**config.mk**
```make
export PLATFORM = sky130hd
export DESIGN_NAME = sccb_cfg_seq
export DESIGN_NICKNAME = d
export VERILOG_FILES = /design/src/rtl/sccb_pkg.sv /design/src/rtl/cam_cfg_rom.sv /design/src/rtl/sccb_cfg_seq.sv
export SDC_FILE = /design/constraint.sdc
export NUM_CORES = 1
export LEC_CHECK = 0
export ABC_CLOCK_PERIOD_IN_PS = 2900
export BUFFER_PORTS_ARGS = -buffer_cell sky130_fd_sc_hd__buf_2
export CAP_MARGIN = 0
export CORE_MARGIN = 2
export CORE_UTILIZATION = 50
export CTS_CLUSTER_DIAMETER = 150
export DETAILED_ROUTE_END_ITERATION = 8
export GPL_TIMING_DRIVEN = 0
export PLACE_DENSITY = 0.71
export SYNTH_ARGS = -nofsm -noshare
export SYNTH_HDL_FRONTEND = slang
export SYNTH_SLANG_ARGS = --single-unit
```
**constraint.sdc**
```tcl
create_clock -name CLOCK_24 -period 2.9 [get_ports CLOCK_24]
set_clock_uncertainty 0.1 [all_clocks]
set_input_delay 0.145 -clock CLOCK_24 [delete_from_list [all_inputs] [get_ports CLOCK_24]]
set_output_delay 0.145 -clock CLOCK_24 [all_outputs]
set_load 0.1 [all_outputs]
```
**src/rtl/sccb_pkg.sv**
```systemverilog
// Shared types and constants for the SCCB camera configuration sequencer.
package sccb_pkg;

    typedef enum logic [3:0] {
        PWRUP,
        IDLE,
        START,
        BITS,
        STOP,
        GAP,
        NEXT,
        DELAY,
        DONE
    } state_t;

    localparam logic [15:0] END_MARK  = 16'hFFFF;
    localparam logic [7:0]  COM7_ADDR = 8'h12;
    localparam int unsigned NUM_BITS  = 27;

    // Three-phase write: device, register, value, each followed by a released don't-care bit.
    function automatic logic [26:0] sccb_frame(input logic [7:0] dev, input logic [15:0] entry);
        return {dev, 1'b1, entry[15:8], 1'b1, entry[7:0], 1'b1};
    endfunction

endpackage

```
**src/rtl/cam_cfg_rom.sv**
```systemverilog
// Combinational camera register table {reg, val}; terminated by END_MARK.
// CAM_TEST_PATTERN_EN appends the colour-bar test pattern writes.
module cam_cfg_rom
    import sccb_pkg::*;
(
    input  logic [7:0]  addr,
    output logic [15:0] data
);

    always_comb begin
        data = END_MARK;
        case (addr)
            8'd0: data = 16'h1280; // COM7 soft reset, sequencer waits afterwards
            8'd1: data = 16'h1140; // CLKRC: no prescale
            8'd2: data = 16'h1204; // COM7: RGB output
            8'd3: data = 16'h40D0; // COM15: RGB565, full range
`ifdef CAM_TEST_PATTERN_EN
            8'd4: data = 16'h703A;
            8'd5: data = 16'h71B5;
`else
`endif
            default: data = END_MARK;
        endcase
    end

endmodule

```
**src/rtl/sccb_cfg_seq.sv**
```systemverilog
// SCCB write sequencer: powers up the camera, then streams the cam_cfg_rom table over SIOC/SIOD.
// One write = 116 quarters of CLK_DIV cycles; CAM_TEST_PATTERN_EN extends the table.
module sccb_cfg_seq
    import sccb_pkg::*;
#(
    parameter int          CLK_DIV  = 60,
    parameter logic [7:0]  DEV_ADDR = 8'h42,
    parameter int          PWR_WAIT = 24000,
    parameter int          RST_WAIT = 24000
) (
    input  logic       CLOCK_24,
    input  logic       reset,
    input  logic       start,
    output logic       sioc,
    output logic       siod_oe,
    output logic       cam_reset,
    output logic       pwdn,
    output logic       busy,
    output logic       done,
    output logic [7:0] reg_idx
);

    localparam int DIV_W = (CLK_DIV > 1) ? $clog2(CLK_DIV) : 1;

    state_t             r_state;
    state_t             w_next_state;
    logic [DIV_W-1:0]   r_div;
    logic [1:0]         r_q;
    logic [4:0]         r_bit;
    logic [31:0]        r_wait;
    logic [7:0]         r_idx;

    logic               w_qtick;
    logic [7:0]         w_rom_addr;
    logic [15:0]        w_entry;
    logic [26:0]        w_frame;
    logic [4:0]         w_bit_pos;
    logic               w_bit;

    // NEXT looks ahead one entry so the end marker never reaches the bus.
    assign w_rom_addr = (r_state == NEXT) ? r_idx + 8'd1 :
                        ((r_state == IDLE) || (r_state == DONE)) ? 8'd0 : r_idx;

    cam_cfg_rom u_rom (
        .addr (w_rom_addr),
        .data (w_entry)
    );

    assign w_qtick   = (r_div == DIV_W'(CLK_DIV - 1));
    assign w_frame   = sccb_frame(DEV_ADDR, w_entry);
    assign w_bit_pos = 5'(NUM_BITS - 1) - r_bit;
    assign w_bit     = w_frame[w_bit_pos];

    assign cam_reset = (r_state != PWRUP);
    assign pwdn      = 1'b0;
    assign busy      = r_state inside {START, BITS, STOP, GAP, NEXT, DELAY};
    assign done      = (r_state == DONE);
    assign reg_idx   = r_idx;

    always_comb begin
        w_next_state = r_state;
        sioc         = 1'b1;
        siod_oe      = 1'b0;
        case (r_state)
            PWRUP: if (r_wait == 32'(PWR_WAIT - 1)) w_next_state = IDLE;
            IDLE, DONE: begin
                if (start) w_next_state = (w_entry == END_MARK) ? DONE : START;
            end
            START: begin
                sioc    = (r_q == 2'd0);
                siod_oe = 1'b1;
                if (w_qtick && (r_q == 2'd1)) w_next_state = BITS;
            end
            BITS: begin
                sioc    = (r_q == 2'd1) || (r_q == 2'd2);
                siod_oe = ~w_bit;
                if (w_qtick && (r_q == 2'd3) && (r_bit == 5'(NUM_BITS - 1))) w_next_state = STOP;
            end
            STOP: begin
                siod_oe = (r_q == 2'd0);
                if (w_qtick && (r_q == 2'd1)) w_next_state = GAP;
            end
            GAP: begin
                if (w_qtick && (r_q == 2'd3))
                    w_next_state = ((w_entry[15:8] == COM7_ADDR) && w_entry[7]) ? DELAY : NEXT;
            end
            DELAY: if (r_wait == 32'(RST_WAIT - 1)) w_next_state = NEXT;
            NEXT: begin
                w_next_state = ((w_entry == END_MARK) || (r_idx == 8'hFF)) ? DONE : START;
            end
            default: w_next_state = PWRUP;
        endcase
    end

    always_ff @(posedge CLOCK_24 or posedge reset) begin
        if (reset) begin
            r_state <= PWRUP;
            r_div   <= '0;
            r_q     <= 2'd0;
            r_bit   <= 5'd0;
            r_wait  <= 32'd0;
            r_idx   <= 8'd0;
        end else begin
            r_state <= w_next_state;
            if (w_next_state != r_state) begin
                r_div  <= '0;
                r_q    <= 2'd0;
                r_bit  <= 5'd0;
                r_wait <= 32'd0;
            end else begin
                if ((r_state == PWRUP) || (r_state == DELAY)) r_wait <= r_wait + 32'd1;
                if (w_qtick) begin
                    r_div <= '0;
                    r_q   <= r_q + 2'd1;
                    if (r_q == 2'd3) r_bit <= r_bit + 5'd1;
                end else begin
                    r_div <= r_div + DIV_W'(1);
                end
            end
            if (((r_state == IDLE) || (r_state == DONE)) && start) r_idx <= 8'd0;
            if (r_state == NEXT) r_idx <= r_idx + 8'd1;
        end
    end

endmodule

```
# Word level (Yosys, flattened, before mapping)
# Cells that the tools add are included.
# totals
output_inout_bits	14
inputBits	3
register_bits	57
# classes
n_eq_ne	21
mux	29
n_reduce_logical	20
addsub	6
bitwise_logic	1
magnitude_cmp	1
# ops
op	n
32-bit two-way mux	2
16-bit one-hot mux with 4 select lines	1
4-bit two-way mux	9
32-bit by 1-bit adder with 32-bit output, second input constant	1
32-bit by 15-bit equality test with 1-bit output, second input constant	1
8-bit two-way mux	4
4-bit one-hot mux with 8 select lines	1
16-bit equality test, second input constant	1
4-bit by 3-bit equality test with 1-bit output, second input constant	4
8-bit by 2-bit equality test with 1-bit output, second input constant	2
5-bit two-way mux	3
6-bit two-way mux	2
8-bit by 1-bit adder with 8-bit output, second input constant	1
4-bit by 2-bit equality test with 1-bit output, second input constant	2
8-bit by 1-bit equality test with 1-bit output, second input constant	1
8-bit by 5-bit equality test with 1-bit output, second input constant	1
8-bit equality test, second input constant	1
8-bit logical NOT	1
2-bit nonzero test	4
6-bit by 1-bit adder with 6-bit output, second input constant	1
6-bit equality test, second input constant	1
5-bit by 6-bit < comparator with 1-bit output, second input constant	1
6-bit nonzero test	1
5-bit by 1-bit adder with 5-bit output, second input constant	1
21 further kinds	31

# Depth between registers and ports, before layout
# logic_depth
ltp_word	14
ltp_mapped	11

# By module
# A second synthesis with hierarchy kept.
# unflattened
hier_cells	432
area_unflattened_um2	3880.0
# modules_own_cells
module	instances	area_each_um2	cells_per_inst
sccb_cfg_seq	1	3727.3	410
cam_cfg_rom	1	152.6	22

# Worst setup path before layout
# OpenSTA, ideal clock, no wires.
# synth_timing
path_kind	flip-flop to output port
startpoint	reg r_idx[1], in the netlist reg_idx[1]
endpoint	out siod_oe
slack_ns	-1.822
stages_incl_launch_ff	8
path_buffers	0
t_arrival_ns	4.477
required_time_ns	2.655
cell_sequence	dfrtp_1 ha_1 or4b_1 nor3_2 nor4_1 nor3_1 nand3b_1 o21ai_0
# synth_between
elab_chain_cells	8
elab_cells_between_ends	12
# synth_rtl
element	line_no	rtl
start, declared	sccb_cfg_seq.sv:31	logic [7:0] r_idx;
start signal, assigned	sccb_cfg_seq.sv:121	if (r_state == NEXT) r_idx <= r_idx + 8'd1;
8-bit by 1-bit adder with 8-bit output / 8-bit two-way mux (equally long branches)	sccb_cfg_seq.sv:41, sccb_cfg_seq.sv:42	
8-bit two-way mux *	sccb_cfg_seq.sv:41	assign w_rom_addr = (r_state == NEXT) ? r_idx + 8'd1 :
8-bit by 2-bit equality test with 1-bit output (tied with other cells)	cam_cfg_rom.sv:12	case (addr)
16-bit one-hot mux with 4 select lines *	cam_cfg_rom.sv:12	
1-bit binary-select mux with 5-bit select *	sccb_cfg_seq.sv:52	assign w_bit = w_frame[w_bit_pos];
1-bit two-way mux (not written as such) *	sccb_cfg_seq.sv:52	
1-bit NOT *	sccb_cfg_seq.sv:76	siod_oe = ~w_bit;
1-bit one-hot mux with 3 select lines *	sccb_cfg_seq.sv:64	case (r_state)
end, declared	sccb_cfg_seq.sv:15	output logic siod_oe,
# Every way passes the cells marked *; elsewhere a longest branch is shown, timed or not. The select of a mux whose other input is x is not followed.

# Worst setup path after layout
# Same ends and word-level chain as after synthesis.

==> flow_metrics.py <==
metrics = {
    "placed_design": {
        "post-place-cells": 525,
        "finalWeightedCongestion": 0.871,
        "io_buffer_count": 15,
        "place_ws_ps": 13.8,
        "hpwlAfterDp_mm": 5.66,
    },
    "critical_path": {
        "cp.required_ps": 2650,
        "path_max_fanout": 5,
        "critPathLaunchType": "register",
        "arrival_ps": 2620,
        "critPathCaptureType": "primary output",
        "criticalPathCategory": "register to primary output",
        "rr_worst_depth": 10,
    },
    "logic_synthesis": {
        "netlist.area_leader.share_pct": 37.3,
        "ys_seq_elements": 57,
        "yosysUniqueCellTypes": 64,
        "yosysWarnings": 0,
        "seq_area_frac_synth_pct": 37.3,
        "synthArstFlopShare_pct": 100,
        "netlist_top_cells_area": "dfrtp_1 (37%), nor3_2 (5.8%), xor2_1 (5.7%)",
        "ys.flop_type": "dfrtp_1",
        "syn_avg_cell_area_um2": 9.34,
        "postSynthNetCount": 422,
        "yosysTopAreaCell": "dfrtp_1",
        "syn_area_um2": 3830,
        "synth_edf_count": 0,
        "synth_cells": 410,
    },
    "timing": {
        "setup-violations-final": 0,
        "layout_min_cycle_time_ps": 2870,
        "worst_slack_ps": 33.1,
        "fin_crit_sh_pct": 98.9,
        "final_hold_viol_count": 0,
        "maxSlewHeadroom_pct": 51.6,
        "fin_setup_tns_ps": 0,
        "fmax_mhz": 349,
        "rsz0062_at_grt": "true",
        "slew_viol_final": 0,
        "worst_pin_slew_ps": 723,
        "fin_hold_ws_ps": 305,
    },
    "clocking": {
        "htreeDepth": 3,
        "insertion_delay_ps": 340,
        "root_buffer": "clkbuf_8",
        "tritoncts": "done",
        "cts_made_buffers": 9,
        "clockBufferDepth": 2,
        "clkSlewWorstSetupHoldPaths_ps": 70,
        "cts.sinks": 57,
    },
    "global_route": {
        "first_global_vias": 3000,
        "met1_usage_pct": 27.1,
        "grt-ovfl-total": 0,
        "groute.usage.overall_pct": 20.9,
        "top_usage_layer": "met2",
        "grt_pass1_wl_mm": 14.0,
        "grt_use_met3_pct": 4.40,
        "grt_antenna_before_repair": 0,
        "met2_usage_pct": 34.6,
        "grt_max_degree": 34,
    },
    "die": {
        "core_area_um2": 7330,
        "die_height_um": 91.5,
        "dieArea_um2": 8370,
        "std_cell_rows": 31,
        "num_io_pins": 17,
        "die_w_um": 91.5,
        "start_util_pct": 52.2,
    },
    "drt": {
        "drt_iter0_drc": 121,
        "wirelength_mm": 8.37,
        "drcViolationCount": 0,
        "dr.pass1.iters": 5,
        "vias_per_cell": 5.71,
        "wire_per_inst_um": 15.2,
        "dr_total_vias": 3141,
        "postRouteAntennaNets": 0,
    },
    "power": {
        "p_leak_nw": 1.95,
        "power_w": 0.00176,
        "power_density_nw_per_um2": 386,
        "ir_drop_mv": 0.250,
    },
    "finish": {
        "num_antenna_cells": 0,
        "final_common_cell": "nor2_1",
        "final_cell_mix": "nor2_1 (56), dfrtp_1 (50), nand2_1 (39)",
        "layout-drive-gt1-share_pct": 26.8,
        "multi_input_area_um2": 2380,
        "fin_cells": 550,
        "syn_to_final_growth_pct": 19.5,
        "nets": 458,
        "regArea_um2": 1440,
        "fillerInstances": 604,
    },
    "worst_hold_path": {
        "hold_path_class": "input port to async pin",
    },
    "outcome": {
        "status": "completed",
    },
    "flow_run": {
        "drv_cap": 0,
    },
}
==> sequential cells by signal, indices dropped and copies added (netlist names) <==
register,cells
r_wait,32
reg_idx,8
r_div,6
r_bit,5
r_state,4
r_q,2
==> Yosys cell counts, types with 4 or more instances <==
cell type and n:
nor3_2 22, a21oi_1 9, nand2_1 40, xnor2_1 21, nand4_1 11, nor4_1 7, buf_4 8, dfrtp_1 57
inv_1 11, nor2b_1 6, mux2i_1 5, clkbuf_1 4, nor2_1 57, nor4_2 4, buf_2 6, o21ai_0 15
ha_1 9, nor3_1 8, nand3_1 14, and3_1 5, xor2_1 25
==> worst max-delay path, cell delays in order, from the launching register on <==
cell and delay [ps]:
dfrtp_2 430, ha_4 180, or4b_4 510, nor3_4 210
nor4_2 80, nor3_2 280, or3_1 180, a32oi_2 130
o21ai_4 100, buf_12 190
==> cells by family (layout without fill, tap and decap cells) <==
group	after synthesis	in the layout	synth area share (%)
other cells	1	1	0.0979
simple gates	200	200	30.7
fa+ha+maj	9	9	2.94
compound gates	60	60	12.5
buf+inv	32	73	4.71
mux	5	5	1.31
xor+xnor	46	46	10.5
flops	57	57	37.3
==> cell type report <==
class / count / share of cell area [%]
clock inverters: 4 / 2.16
plain buffers: 20 / 3.14
well taps: 99 / 2.71
multi-input cells: 321 / 51.9
flip-flops and latches: 57 / 31.4
clock buffers: 12 / 3.39
inverters: 11 / 0.902
repair buffers: 26 / 4.43
==> power by group <==
| part | total, W | switching, W | leakage (nW) | internal [W] |
|---|---|---|---|---|
| registers | 0.000795 | 0 | 0.739 | 0.000795 |
| logic | 0.0000305 | 0.0000236 | 1.09 | 0.00000686 |
| clock network | 0.000939 | 0.000320 | 0.127 | 0.000620 |
| total | 0.00176 | 0.000343 | 1.95 | 0.00142 |
==> final timing paths <==
path | from | endpoint | slack, ps
max in group asynchronous | reset | r_state[2] | 1800
setup reg to reg | r_state[0] | r_wait[3] | 90
hold / removal | reset | r_wait[25] | 310
hold reg to reg | r_div[0] | r_div[0] | 380
min in group CLOCK_24 | r_div[0] | r_div[0] | 380
setup / recovery | reg_idx[1] | siod_oe | 30
==> layer usage <==
metal	wire, um	vias up
met5	0	-
met4	146	0
met1	3790	1532
li1	-	1530
met2	4140	63
met3	288	16
==> stage by stage <==
stage                     utilization (%)  instance area (um2)
after global placement               55.2                 4050
after CTS                            60.5                 4440
after floorplan                         -                 3850
after global routing                 62.4                 4580
after detailed placement             55.5                 4070
final                                62.4                 4580
==> timing repair <==
action	CTS	global route
setup buffers	2	6
gates resized for setup	18	20
hold endpoints to repair	25	0
pin swaps	5	14
hold buffers	2	0
setup endpoints to repair	1	41
Power figures use the tool's default switching activity.
